**src/rtl/led_seq_player.sv**
```systemverilog
// led_seq_player: steps through LED frames of the selected sequence, one frame per step tick, via a synchronous ROM.
// Build macro LED_SEQ_PLAYER_PINGPONG_EN selects ping-pong frame order instead of forward-only.
module led_seq_player #(
    parameter int SEQ_BITS   = 3,
    parameter int FRAME_BITS = 3,
    parameter int LED_W      = 8
) (
    input  logic                           clk_50,
    input  logic                           reset,
    input  logic                           step_tick,
    input  logic [SEQ_BITS-1:0]            seq_num,
    input  logic [LED_W-1:0]               rom_data,
    output logic                           rom_rd,
    output logic [SEQ_BITS+FRAME_BITS-1:0] rom_addr,
    output logic [LED_W-1:0]               LEDS,
    output logic [FRAME_BITS-1:0]          frame_idx,
    output logic                           wrap
);
    typedef enum logic [1:0] {WAIT, READ, LOAD} state_t;
    localparam logic [FRAME_BITS-1:0] LAST = '1;
    state_t state, state_next;
    logic [SEQ_BITS-1:0] seq_latched;
    logic [FRAME_BITS-1:0] frame_fetch, frame_next;
    logic seq_change, accept, pass_done;
    assign seq_change  = seq_num != seq_latched;
    assign accept      = state == WAIT && step_tick;
    assign frame_fetch = seq_change ? '0 : frame_idx;
    always_comb begin
        state_next = state;
        state_next = state == WAIT ? (step_tick ? READ : WAIT) : state == READ ? LOAD : WAIT;
        rom_rd     = state == READ;
    end
`ifdef LED_SEQ_PLAYER_PINGPONG_EN
    logic dir, dir_next;
    // dir=1 means travelling backward; reverse at either end so no frame repeats
    assign dir_next   = dir ? frame_idx != '0 : frame_idx == LAST;
    assign frame_next = dir_next ? frame_idx - 1'b1 : frame_idx + 1'b1;
    assign pass_done  = dir && frame_idx == '0;
    always_ff @(posedge clk_50) begin
        if (reset)
            dir <= 1'b0;
        else if (accept && seq_change)
            dir <= 1'b0;
        else if (state == LOAD)
            dir <= dir_next;
    end
`else
    assign frame_next = frame_idx + 1'b1;
    assign pass_done  = frame_idx == LAST;
`endif
    always_ff @(posedge clk_50) begin
        if (reset) begin
            state       <= WAIT;
            LEDS        <= '0;
            rom_addr    <= '0;
            frame_idx   <= '0;
            wrap        <= 1'b0;
            seq_latched <= '0;
        end else begin
            state <= state_next;
            wrap  <= state == LOAD && pass_done;
            if (accept) begin
                seq_latched <= seq_num;
                frame_idx   <= frame_fetch;
                rom_addr    <= {seq_num, frame_fetch};
            end
            if (state == LOAD) begin
                LEDS      <= rom_data;
                frame_idx <= frame_next;
            end
        end
    end
endmodule
```
**config.mk**
```make
export PLATFORM = sky130hd
export DESIGN_NAME = led_seq_player
export DESIGN_NICKNAME = d
export VERILOG_FILES = /design/src/rtl/led_seq_player.sv
export SDC_FILE = /design/constraint.sdc
export NUM_CORES = 1
export LEC_CHECK = 0
export CORE_MARGIN = 4
export CORE_UTILIZATION = 42
export DETAILED_ROUTE_END_ITERATION = 12
export PLACE_DENSITY = 0.88
export SLEW_MARGIN = 10
export SYNTH_ARGS = -nofsm -noshare
export SYNTH_HDL_FRONTEND = slang
export SYNTH_SLANG_ARGS = --single-unit
```
**constraint.sdc**
```tcl
create_clock -name clk_50 -period 1.7 [get_ports clk_50]
set_input_delay 0.255 -clock clk_50 [delete_from_list [all_inputs] [get_ports clk_50]]
set_output_delay 0.255 -clock clk_50 [all_outputs]
set_load 0.01 [all_outputs]
```
Yosys cells after proc, flatten, opt, wreduce, memory -nomap -nowiden --
Cells that the tools add are included.
Word-level totals: bits in registers 23, logic and storage cells 21, bits of input ports 14, output and inout bits 19
Operators by class: reductions and logical operators 4, eq/ne operators 4, mux-type cells 6, add/sub/neg operators 1
Operators with widths (count):
- $mux W3 | 3
- $mux W2 | 2
- $add A3 B1 Y3 const B | 1
- $eq A3 B3 Y1 const B | 1
- $ne A3 B3 Y1 | 1
- $eq A2 B1 Y1 const B | 1
- $eq A2 B2 Y1 const B | 1
- $logic_and A1 B1 Y1 | 2
- $logic_not A2 Y1 | 1
- $reduce_bool A2 Y1 | 1
- $mux W1 | 1

Depth between registers and ports, before layout --
word-level depth 4, gate-level depth with buffers 4, gate-level depth less buffers 4

Worst setup path before layout --
No wires, ideal clock.
path kind reg2reg, start register frame_idx[0], end register frame_idx[2], path slack 0.485 ns, clock period less this slack 1.215 ns, cell stages (with the launch flop) 5, path buffers 0, library setup time 0.124 ns, arrival time 1.091 ns, data required time 1.576 ns, cell sequence dfxtp_1 -> ha_1 -> ha_1 -> a22oi_2 -> o22ai_2
On the way: word-level cells in the longest chain between the ends 2
RTL lines:
- from (decl) | line 16 | output logic [FRAME_BITS-1:0] frame_idx,
- from (signal assigned) | line 64 | frame_idx <= frame_fetch;
- from (signal assigned) | line 69 | frame_idx <= frame_next;
- $add A3 B1 Y3 | line 48 | assign frame_next = frame_idx + 1'b1;
- $mux W3 | line 67 | if (state == LOAD) begin
Every way passes these cells. A chain may end at the register's enable or synchronous reset.

Worst setup path after layout --
start register frame_idx[0], end output frame_idx[0]
No word-level cell between the ends.

==> metrics.md <==
| Metric | Value |
|---|---|
| Clock Sink Count | 20 |
| Vias | 731 |
| Bufs and invs on worst path | 1 |
| Endpoints failing hold | 0 |
| Post-layout util | 64.0% |
| Buffer count from post-CTS setup fixing | 0 |
| Post-synth EDFFs | 0 |
| Antenna violations before repair | 0 |
| CP Launch Type | flip-flop |
| CTS clock-pin slew for the worst setup and hold paths | 0.12 ns |
| Area Overhead vs Synth | 45.9% |
| Max Transition Viols Final | 0 |
| CTS buffer count | 3 |
| Most frequent cells in the layout | clkdlybuf4s50_1 (31), dfxtp_1 (18), nand2_1 (16) |
| CP Max Fanout | 7 |
| Core ar. | 1960 um2 |
| # setup viols final | 0 |
| Vias in the first global route | 763 |
| Yosys reg bits | 20 |
| Fin crit period | 1.60 ns |
| Worst setup EP type | output pin |
| Number of vias per cell | 4.87 |
| YS warnings | 0 |
| Inserted Diodes | 0 |
| Status | finished, final reports clean |
| Setup TNS | 0 ns |
| Synth Cell Area | 861 um2 |
| Max Fclk | 625 MHz |
| Cell Chain, Critical Path | clkdlybuf4s50_1 |
| Post-Syn Nets | 104 |
| Slew @ Worst Pin | 0.291 ns |
| Initial Utilization | 43.9% |
| P per Cell Area | 806 nW/um2 |
| Post-CTS Hold Buffers | 0 |
| Seq/Total Area, Yosys | 46.5% |
| Max incr delay on CP | 0.59 ns |
| Clock tree buffer depth | 2 |
| PostCTS Resize Cnt | 4 |
| Post-Syn Instances | 88 |
| Avg WL per Cell | 13.2 um |
| Number of remaining DRC errors | 0 |
| Worst EP required | 1.44 ns |
| Fillers | 182 |
| Area of the multi-input gates | 397 um2 |
| Die W | 53.3 um |
| Total iterations of the first detailed-routing run | 4 |
| DP Area | 1200 um2 |
| Share of layout cells above drive strength 1 | 15.4% |
| Asr flop ratio synth | 0% |
| PortBufs | 32 |
| Reg area | 405 um2 |
| Routed Antenna Nets | 0 |
| Worst EP arrival | 1.34 ns |
| CTS tree | yes |
| P_leak | 0.448 nW |
| Routed WL | 1980 um |
| Slowest CP cell | clkdlybuf4s50_1 |
| Placer Congestion | 0.739 |
| CTS H-tree lvls | 1 |
| WS Path Type | flip-flop to output pin |
| Clock Skews | 0.00519 ns |
| Commonest non-fill, non-tap cell in the layout | clkdlybuf4s50_1 |
| Synth Flop Type | dfxtp_1 |
| Number of distinct library cells after synthesis | 29 |
| Unrepaired setup endpoints after global routing | no |
| Skew-Pair Late Insertion Delay | 0.29 ns |
| Avg Cell Area, Syn | 9.78 um2 |
| Area of all placed cells without fillers | 1260 um2 |
| CTS root buf | clkbuf_4 |
| First-pass GRT wire length | 3150 um |
| Final net count | 140 |
| Class of the most critical hold timing path | flip-flop to flip-flop |
| Die H | 53.3 um |
| Relative slew slack | 80.3% |
| Family with the most delay on the worst path | buffers and inverters |
| IO Pins | 33 |
| DIE AREA | 2840 um2 |
| Num rows | 16 |
| Hpwl dp | 1540 um |
| Final period util | 94.1% |
| GRT overflow | 0 |
| GRT Resource Usage Total | 15.3% |
| Largest net degree at the start of global routing | 13 |
| Initial drt markers | 13 |
| Max-Cap Viols | 0 |
| VDD IR max | 417 uV |
flip-flops by register name, indices dropped and copies added (netlist names):
register	flops
LEDS	8
frame_idx	3
rom_addr	6
state	2
wrap	1
metrics by stage:
stage / setup WS, ns / total power, W / hold slack, ns / std cells
global route: 0.0213 / 0.00106 / 0.484 / 150
floorplan: 0.485 / 0.000576 / 0.389 / 88
finish: 0.101 / 0.00101 / 0.463 / 150
global placement: 0.247 / 0.000641 / 0.441 / 146
detailed placement: 0.184 / 0.000645 / 0.450 / 146
CTS: 0.0819 / 0.00103 / 0.468 / 150
cell type report:
cell class,count,area share (%)
clock buffers,3,1.79
clock inverters,1,2.39
inverters,5,1.49
multi-input cells,58,31.6
flip-flops and latches,20,32.3
well taps,27,2.69
repair buffers,36,27.8
worst register-to-register path, cell delays in order (launching register included):
cell and delay, ns:
dfxtp_1 0.39, ha_1 0.24, ha_1 0.29, a22oi_2 0.17
o22ai_2 0.09
metal layers:
layer / routed length (um) / GRT usage (%)
met4: 34 / 9.36
met3: 131 / 3.66
met5: 0 / 0
met1: 808 / 15.7
met2: 1010 / 27.6
synthesized netlist by cell type, drive strengths merged (2+ instances only):
master  count  area (um2)
dfxtp      20         400
nand2      16        60.1
a21oi       8        40.0
inv         5        18.8
buf         4        41.3
nand3       4        35.0
mux2i       3        30.0
nor2        3        11.3
o32ai       3        26.3
xnor2       3        26.3
a22oi       2        20.0
and2        2        13.8
ha          2        25.0
nor4b       2        17.5
o22ai       2        18.8
cell families after synthesis:
kind of cell	count (synthesis)	synth area share, %
muxes	3	3.49
buffers and inverters	10	7.41
and+or+nand+nor	32	21.5
adders and majority gates	2	2.91
AOI/OAI and AO/OA	18	15.1
DFF	20	46.5
xor gates and xnor gates	3	3.05
power breakdown:
| part | internal (W) | switching, W | leakage (nW) |
|---|---|---|---|
| Sequential | 0.000482 | 0.0000148 | 0.163 |
| Combinational | 0.0000782 | 0.0000574 | 0.256 |
| Clock | 0.000238 | 0.000143 | 0.0279 |
| Total | 0.000798 | 0.000215 | 0.448 |
worst paths after layout:
path                               endpoint  cells after the start                      start  slack, ns
setup / recovery               frame_idx[0]                      1  frame_idx[0]$_SDFFE_PP0P_       0.10
hold reg to reg        LEDS[2]$_SDFFE_PP0P_                      2       LEDS[2]$_SDFFE_PP0P_       0.46
hold / removal         LEDS[2]$_SDFFE_PP0P_                      2       LEDS[2]$_SDFFE_PP0P_       0.46
setup reg to reg  frame_idx[2]$_SDFFE_PP0P_                      4  frame_idx[0]$_SDFFE_PP0P_       0.43
(Power assumes the default switching activity.)
